[src/rtl/cp0_pkg.sv]
// cp0_pkg: shared constants for the coprocessor-0 interrupt block.
//   Register numbers, SR/Cause bit positions, ExcCode values and the
//   exception-return address helper used when an exception is taken.
package cp0_pkg;

  // CP0 register numbers (mfc0/mtc0 rd field)
  localparam logic [4:0] REG_SR    = 5'd12;
  localparam logic [4:0] REG_CAUSE = 5'd13;
  localparam logic [4:0] REG_EPC   = 5'd14;
  localparam logic [4:0] REG_PRID  = 5'd15;

  // SR / Cause bit positions
  localparam int IE_BIT  = 0;
  localparam int EXL_BIT = 1;
  localparam int IM_LSB  = 10;
  localparam int IM_MSB  = 15;
  localparam int BD_BIT  = 31;
  localparam int EXC_LSB = 2;
  localparam int EXC_MSB = 6;

  // ExcCode values
  localparam logic [4:0] EXC_INT  = 5'd0;
  localparam logic [4:0] EXC_ADEL = 5'd4;
  localparam logic [4:0] EXC_ADES = 5'd5;
  localparam logic [4:0] EXC_RI   = 5'd10;
  localparam logic [4:0] EXC_OV   = 5'd12;

  // Return address for a taken exception: word-aligned PC, backed up to the
  // branch when the faulting instruction sits in a delay slot (wraps mod 2^32).
  function automatic logic [31:0] exc_epc(input logic [31:0] pc, input logic bd);
    logic [31:0] base;
    base = {pc[31:2], 2'b00};
    if (bd) begin
      return base - 32'd4;
    end else begin
      return base;
    end
  endfunction

endpackage

[src/rtl/cp0_int_arb.sv]
// cp0_int_arb: combinational interrupt/exception arbitration.
//   ip, im     : pending and mask interrupt bits
//   ie, exl    : global interrupt enable and exception level
//   exc_valid  : synchronous exception from the exception stage
//   exc_code   : ExcCode of that exception
//   take       : an interrupt or exception is taken this cycle
//   sel_code   : ExcCode to record (interrupt wins over the exception)
module cp0_int_arb
  import cp0_pkg::*;
#(
  parameter int HW_INT_W = 6
) (
  input  logic [HW_INT_W-1:0] ip,
  input  logic [HW_INT_W-1:0] im,
  input  logic                ie,
  input  logic                exl,
  input  logic                exc_valid,
  input  logic [4:0]          exc_code,
  output logic                take,
  output logic [4:0]          sel_code
);

  logic int_req_s;

  // Pending enabled interrupt, suppressed while already in exception level;
  // EXL also blocks synchronous exceptions.
  always_comb begin
    int_req_s = (|(ip & im)) & ie & ~exl;
    take      = (int_req_s | exc_valid) & ~exl;
    if (int_req_s) begin
      sel_code = EXC_INT;
    end else begin
      sel_code = exc_code;
    end
  end

endmodule

[src/rtl/cp0_int.sv]
// cp0_int: coprocessor-0 register file and interrupt acceptance.
//   clk, rst          : clock, asynchronous active-low reset
//   a1 / dout         : mfc0 read register number and combinational read data
//   a2, din, we       : mtc0 write register number, data and enable
//   pc, bd            : exception-stage PC and branch-delay-slot flag
//   exc_valid/exc_code: synchronous exception request and its ExcCode
//   exl_clr           : eret, clears EXL
//   hw_int            : level-sensitive device interrupt lines (IP/IM 15:10)
//   take              : interrupt/exception taken this cycle
//   epc               : current EPC (eret target)
module cp0_int
  import cp0_pkg::*;
#(
  parameter logic [31:0] PRID     = 32'h0000_C500,
  parameter int          HW_INT_W = 6
) (
  input  logic                clk,
  input  logic                rst,
  input  logic [4:0]          a1,
  input  logic [4:0]          a2,
  input  logic [31:0]         din,
  input  logic                we,
  input  logic [31:0]         pc,
  input  logic                bd,
  input  logic                exc_valid,
  input  logic [4:0]          exc_code,
  input  logic                exl_clr,
  input  logic [HW_INT_W-1:0] hw_int,
  output logic                take,
  output logic [31:0]         epc,
  output logic [31:0]         dout
);

  logic [HW_INT_W-1:0] im_r;
  logic [HW_INT_W-1:0] ip_r;
  logic                exl_r;
  logic                ie_r;
  logic                bd_r;
  logic [4:0]          exc_code_r;
  logic [31:0]         epc_r;

  logic                take_s;
  logic [4:0]          sel_code_s;
  logic [31:0]         sr_s;
  logic [31:0]         cause_s;

  cp0_int_arb #(
    .HW_INT_W (HW_INT_W)
  ) u_arb (
    .ip        (ip_r),
    .im        (im_r),
    .ie        (ie_r),
    .exl       (exl_r),
    .exc_valid (exc_valid),
    .exc_code  (exc_code),
    .take      (take_s),
    .sel_code  (sel_code_s)
  );

  // CP0 state: IP sampling, exception entry, mtc0 writes and eret.
  always_ff @(posedge clk or negedge rst) begin
    if (!rst) begin
      im_r       <= {HW_INT_W{1'b0}};
      ip_r       <= {HW_INT_W{1'b0}};
      exl_r      <= 1'b0;
      ie_r       <= 1'b0;
      bd_r       <= 1'b0;
      exc_code_r <= 5'd0;
      epc_r      <= 32'd0;
    end else begin
      ip_r <= hw_int;
      if (take_s) begin
        // Exception entry overrides any mtc0 issued in the same cycle.
        exl_r      <= 1'b1;
        epc_r      <= exc_epc(pc, bd);
        bd_r       <= bd;
        exc_code_r <= sel_code_s;
      end else begin
        if (we) begin
          case (a2)
            REG_SR: begin
              im_r  <= din[IM_MSB:IM_LSB];
              exl_r <= din[EXL_BIT];
              ie_r  <= din[IE_BIT];
            end
            REG_EPC: begin
              epc_r <= {din[31:2], 2'b00};
            end
            default: begin
              // Cause, PRId and unmapped registers ignore writes.
            end
          endcase
        end
        // Placed after the write so eret wins over a same-cycle SR write.
        if (exl_clr) begin
          exl_r <= 1'b0;
        end
      end
    end
  end

  // Architectural views of SR and Cause; unimplemented bits read 0.
  always_comb begin
    sr_s    = {16'd0, im_r, 8'd0, exl_r, ie_r};
    cause_s = {bd_r, 15'd0, ip_r, 3'd0, exc_code_r, 2'b00};
  end

  // mfc0 read port: pre-edge state, no write-through.
  always_comb begin
    case (a1)
      REG_SR:    dout = sr_s;
      REG_CAUSE: dout = cause_s;
      REG_EPC:   dout = epc_r;
      REG_PRID:  dout = PRID;
      default:   dout = 32'd0;
    endcase
  end

  assign take = take_s;
  assign epc  = epc_r;

endmodule

[config.mk]
export PLATFORM = sky130hd
export DESIGN_NAME = cp0_int
export DESIGN_NICKNAME = d
export VERILOG_FILES = /design/src/rtl/cp0_pkg.sv /design/src/rtl/cp0_int_arb.sv /design/src/rtl/cp0_int.sv
export SDC_FILE = /design/constraint.sdc
export NUM_CORES = 1
export LEC_CHECK = 0
export CAP_MARGIN = 25
export CORE_UTILIZATION = 30
export DETAILED_ROUTE_END_ITERATION = 10
export PLACE_DENSITY = 0.71
export SYNTH_ARGS = -nofsm -noshare
export SYNTH_HDL_FRONTEND = slang
export SYNTH_SLANG_ARGS = --single-unit
[constraint.sdc]
create_clock -name clk -period 4.35 [get_ports clk]
set_input_delay 0.87 -clock clk [delete_from_list [all_inputs] [get_ports clk]]
set_output_delay 0.87 -clock clk [all_outputs]
set_load 0.01 [all_outputs]
==> impl_metrics.json <==
{
  "rsz0062_at_grt": "false",
  "synth_area_um2": 3320,
  "highest_layer": "met4",
  "cts_buffer_depth": 2,
  "nets": 585,
  "wl_met2_um": 5570,
  "drt-wirelength-per-cell_um": 17.9,
  "regArea_um2": 1250,
  "tns_ps": 0,
  "drt_first_iter_violations": 175,
  "cts.repair_timing.setup_buffer_count": 0,
  "ys_ff_latch": 50,
  "startpoint_type": "input port",
  "drc": 0,
  "fp.coreArea_um2": 10800,
  "synth.area.top_cells": "dfrtp_1, mux2i_1, a31oi_1, a211oi_1, a22o_1",
  "tightest_slew_ps": 823,
  "hold_class": "reg2reg",
  "hold_ws_ps": 508,
  "insertedDiodeCount": 0,
  "status": "finished, final reports clean",
  "setup_viol": 0,
  "cp_slowest_cell": "clkdlybuf4s50_1",
  "hpwl_um": 8540,
  "hold_viol": 0,
  "cts_tree": "yes",
  "cp_data_required_time_ps": 3480,
  "antenna_found_initial": 0,
  "vias_per_cell": 5.49,
  "multi_input_area_um2": 1890,
  "worstPathMaxFanout": 9,
  "synth_edf_count": 0,
  "track_usage_pct": 19.5,
  "grt_pass1_wl_um": 17400,
  "finClkSkew_ps": 11.1,
  "die-area_um2": 11500,
  "numPortBuffers": 151,
  "wl_met3_um": 781,
  "ys_types": 51,
  "cts_hold_buf": 0,
  "power_density_nw_per_um2": 404,
  "ir_drop_mv": 0.357,
  "syn_inst": 354,
  "r2r_slack_ps": 1990,
  "cpMostUsedCell": "clkdlybuf4s50_1",
  "grt_max_degree": 51,
  "globalplace.congestion": 0.900,
  "num_vias": 3481,
  "dr.pass1.iters": 5,
  "synthArstFlopShare_pct": 100,
  "fin_crit_ps": 3970,
  "finalCritPeriodShare_pct": 91.3,
  "power_leakage_uw": 0.00199,
  "arrival_ps": 3100,
  "yosysTopAreaCellShare_pct": 37.7,
  "relSlewSlack_pct": 44.7,
  "fillers": 1032,
  "overflow": 0,
  "cts_inserted_buffers": 5,
  "met1_length_um": 4840,
  "clkTransAtPathRegs_ps": 110,
  "initial_utilization_pct": 30.7,
  "ys_seq_area_share_pct": 37.7,
  "critPathMaxStageDelay_ps": 570,
  "die_h_um": 107,
  "path_cells": "clkdlybuf4s50_1 > and3b_1 > nor2b_1 > and2_1 > o2bb2ai_1 > clkdlybuf4s50_1",
  "die_w_um": 107,
  "syn_to_final_growth_pct": 52.1,
  "clock_sinks": 50,
  "cts_max_level": 2,
  "syn_avg_cell_area_um2": 9.37,
  "rows": 38,
  "io_pins": 156,
  "routed_wl_um": 11300,
  "worstSkewPairLatency_ps": 320,
  "critPathKind": "in2out",
  "maxSlewViolCount": 0,
  "clockRootBuffer": "clkbuf_8",
  "yosysWarnings": 0,
  "drive_above_1_share_pct": 6.48,
  "synth_ff_type": "dfrtp_1",
  "drv_cap": 0,
  "crit_path_end_kind": "output pin",
  "cts_resized": 0,
  "fmaxAchievable_mhz": 252,
  "ant_nets": 0,
  "synth_top_area_cell": "dfrtp_1",
  "grt_pass1_vias": 3363
}
metrics by stage:
| stage | instance area, um2 | utilization [%] | power [uW] | std cells | worst slack [ps] |
|---|---|---|---|---|---|
| 3_5_place_dp | 4950 | 45.9 | 1750 | 626 | 389 |
| 6_report | 5050 | 46.8 | 2040 | 634 | 376 |
| 4_1_cts | 5050 | 46.8 | 2050 | 634 | 391 |
| 3_3_place_gp | 4950 | 45.9 | 1730 | 626 | 395 |
| 2_1_floorplan | 3320 | - | 1210 | 355 | 1450 |
| 5_1_grt | 5050 | 46.8 | 2170 | 634 | 218 |
registers in the layout (all words and copies together) (netlist names):
register    count
ip_r            6
exc_code_r      5
ie_r            1
exl_r           1
bd_r            1
im_r            6
epc            30
report_power, final:
group / switching, uW / internal (uW)
Clock: 180 / 121
Combinational: 404 / 523
Sequential: 163 / 647
cells by family after synthesis:
group,synth area share (%)
mux,8.71
flops,37.7
simple gates,20.8
fa+ha+maj,0.377
other cells,0.113
buf+inv,5.77
xor+xnor,2.90
compound gates,23.6
critical path, delay by kind of cell:
family	cells	cell delay [ps]
AOI/OAI and AO/OA	1	190
buffers and inverters	2	1030
and+or+nand+nor	3	1020
placed cells by master, fill, tap and decap left out, types with 11 or more instances in the layout:
| master | n |
|---|---|
| clkdlybuf4s50_1 | 150 |
| dfrtp_1 | 50 |
| a31oi_1 | 28 |
| mux2i_1 | 21 |
| and3_1 | 19 |
| nand2_1 | 18 |
| a211oi_1 | 17 |
| inv_1 | 16 |
| a22o_1 | 14 |
| or3_1 | 11 |
synth_stat cells, types with 2 or more instances:
cell / number
a211oi_1: 17
a221o_1: 4
a22o_1: 14
a22oi_1: 3
a311oi_1: 4
a31oi_1: 28
and2_1: 4
and3_1: 19
buf_2: 3
buf_4: 3
clkbuf_1: 20
dfrtp_1: 50
inv_1: 16
mux2_2: 7
mux2i_1: 21
nand2_1: 18
nand2b_1: 3
nand3_1: 5
nor2_1: 10
nor2b_1: 3
nor3_1: 7
nor3b_1: 2
nor4_1: 10
nor4b_1: 3
nor4bb_1: 2
o211a_1: 4
o21ai_0: 5
o2bb2ai_1: 3
o311a_1: 2
o311ai_0: 6
o31ai_1: 7
or2_2: 3
or3_1: 11
or4_1: 10
or4b_1: 2
xnor2_1: 5
xor2_1: 6
routing by layer:
layer,up-vias,global-route usage [%]
met1,1669,24.5
met2,138,33.7
met5,-,0
met3,16,4.38
li1,1658,-
met4,0,4.99
cell type report:
class / count / share of cell area, %
Multi-Input combinational cell: 260 / 37.5
Clock buffer: 5 / 1.36
Tap cell: 140 / 3.47
Sequential cell: 50 / 24.8
Clock inverter: 3 / 0.570
Inverter: 17 / 1.26
Timing Repair Buffer: 159 / 31.0
path summary, 6_finish.rpt:
kind,from,to,depth (start not counted)
worst max-delay path,a1[3],dout[11],6
worst min-delay path,bd_r,bd_r,2
max in group asynchronous,rst,epc[20],2
worst max register to register,im_r[5],im_r[5],5
worst min register to register,bd_r,bd_r,2
min in group asynchronous,rst,ip_r[0],2
Note: power is estimated with default switching activity, not from simulation.
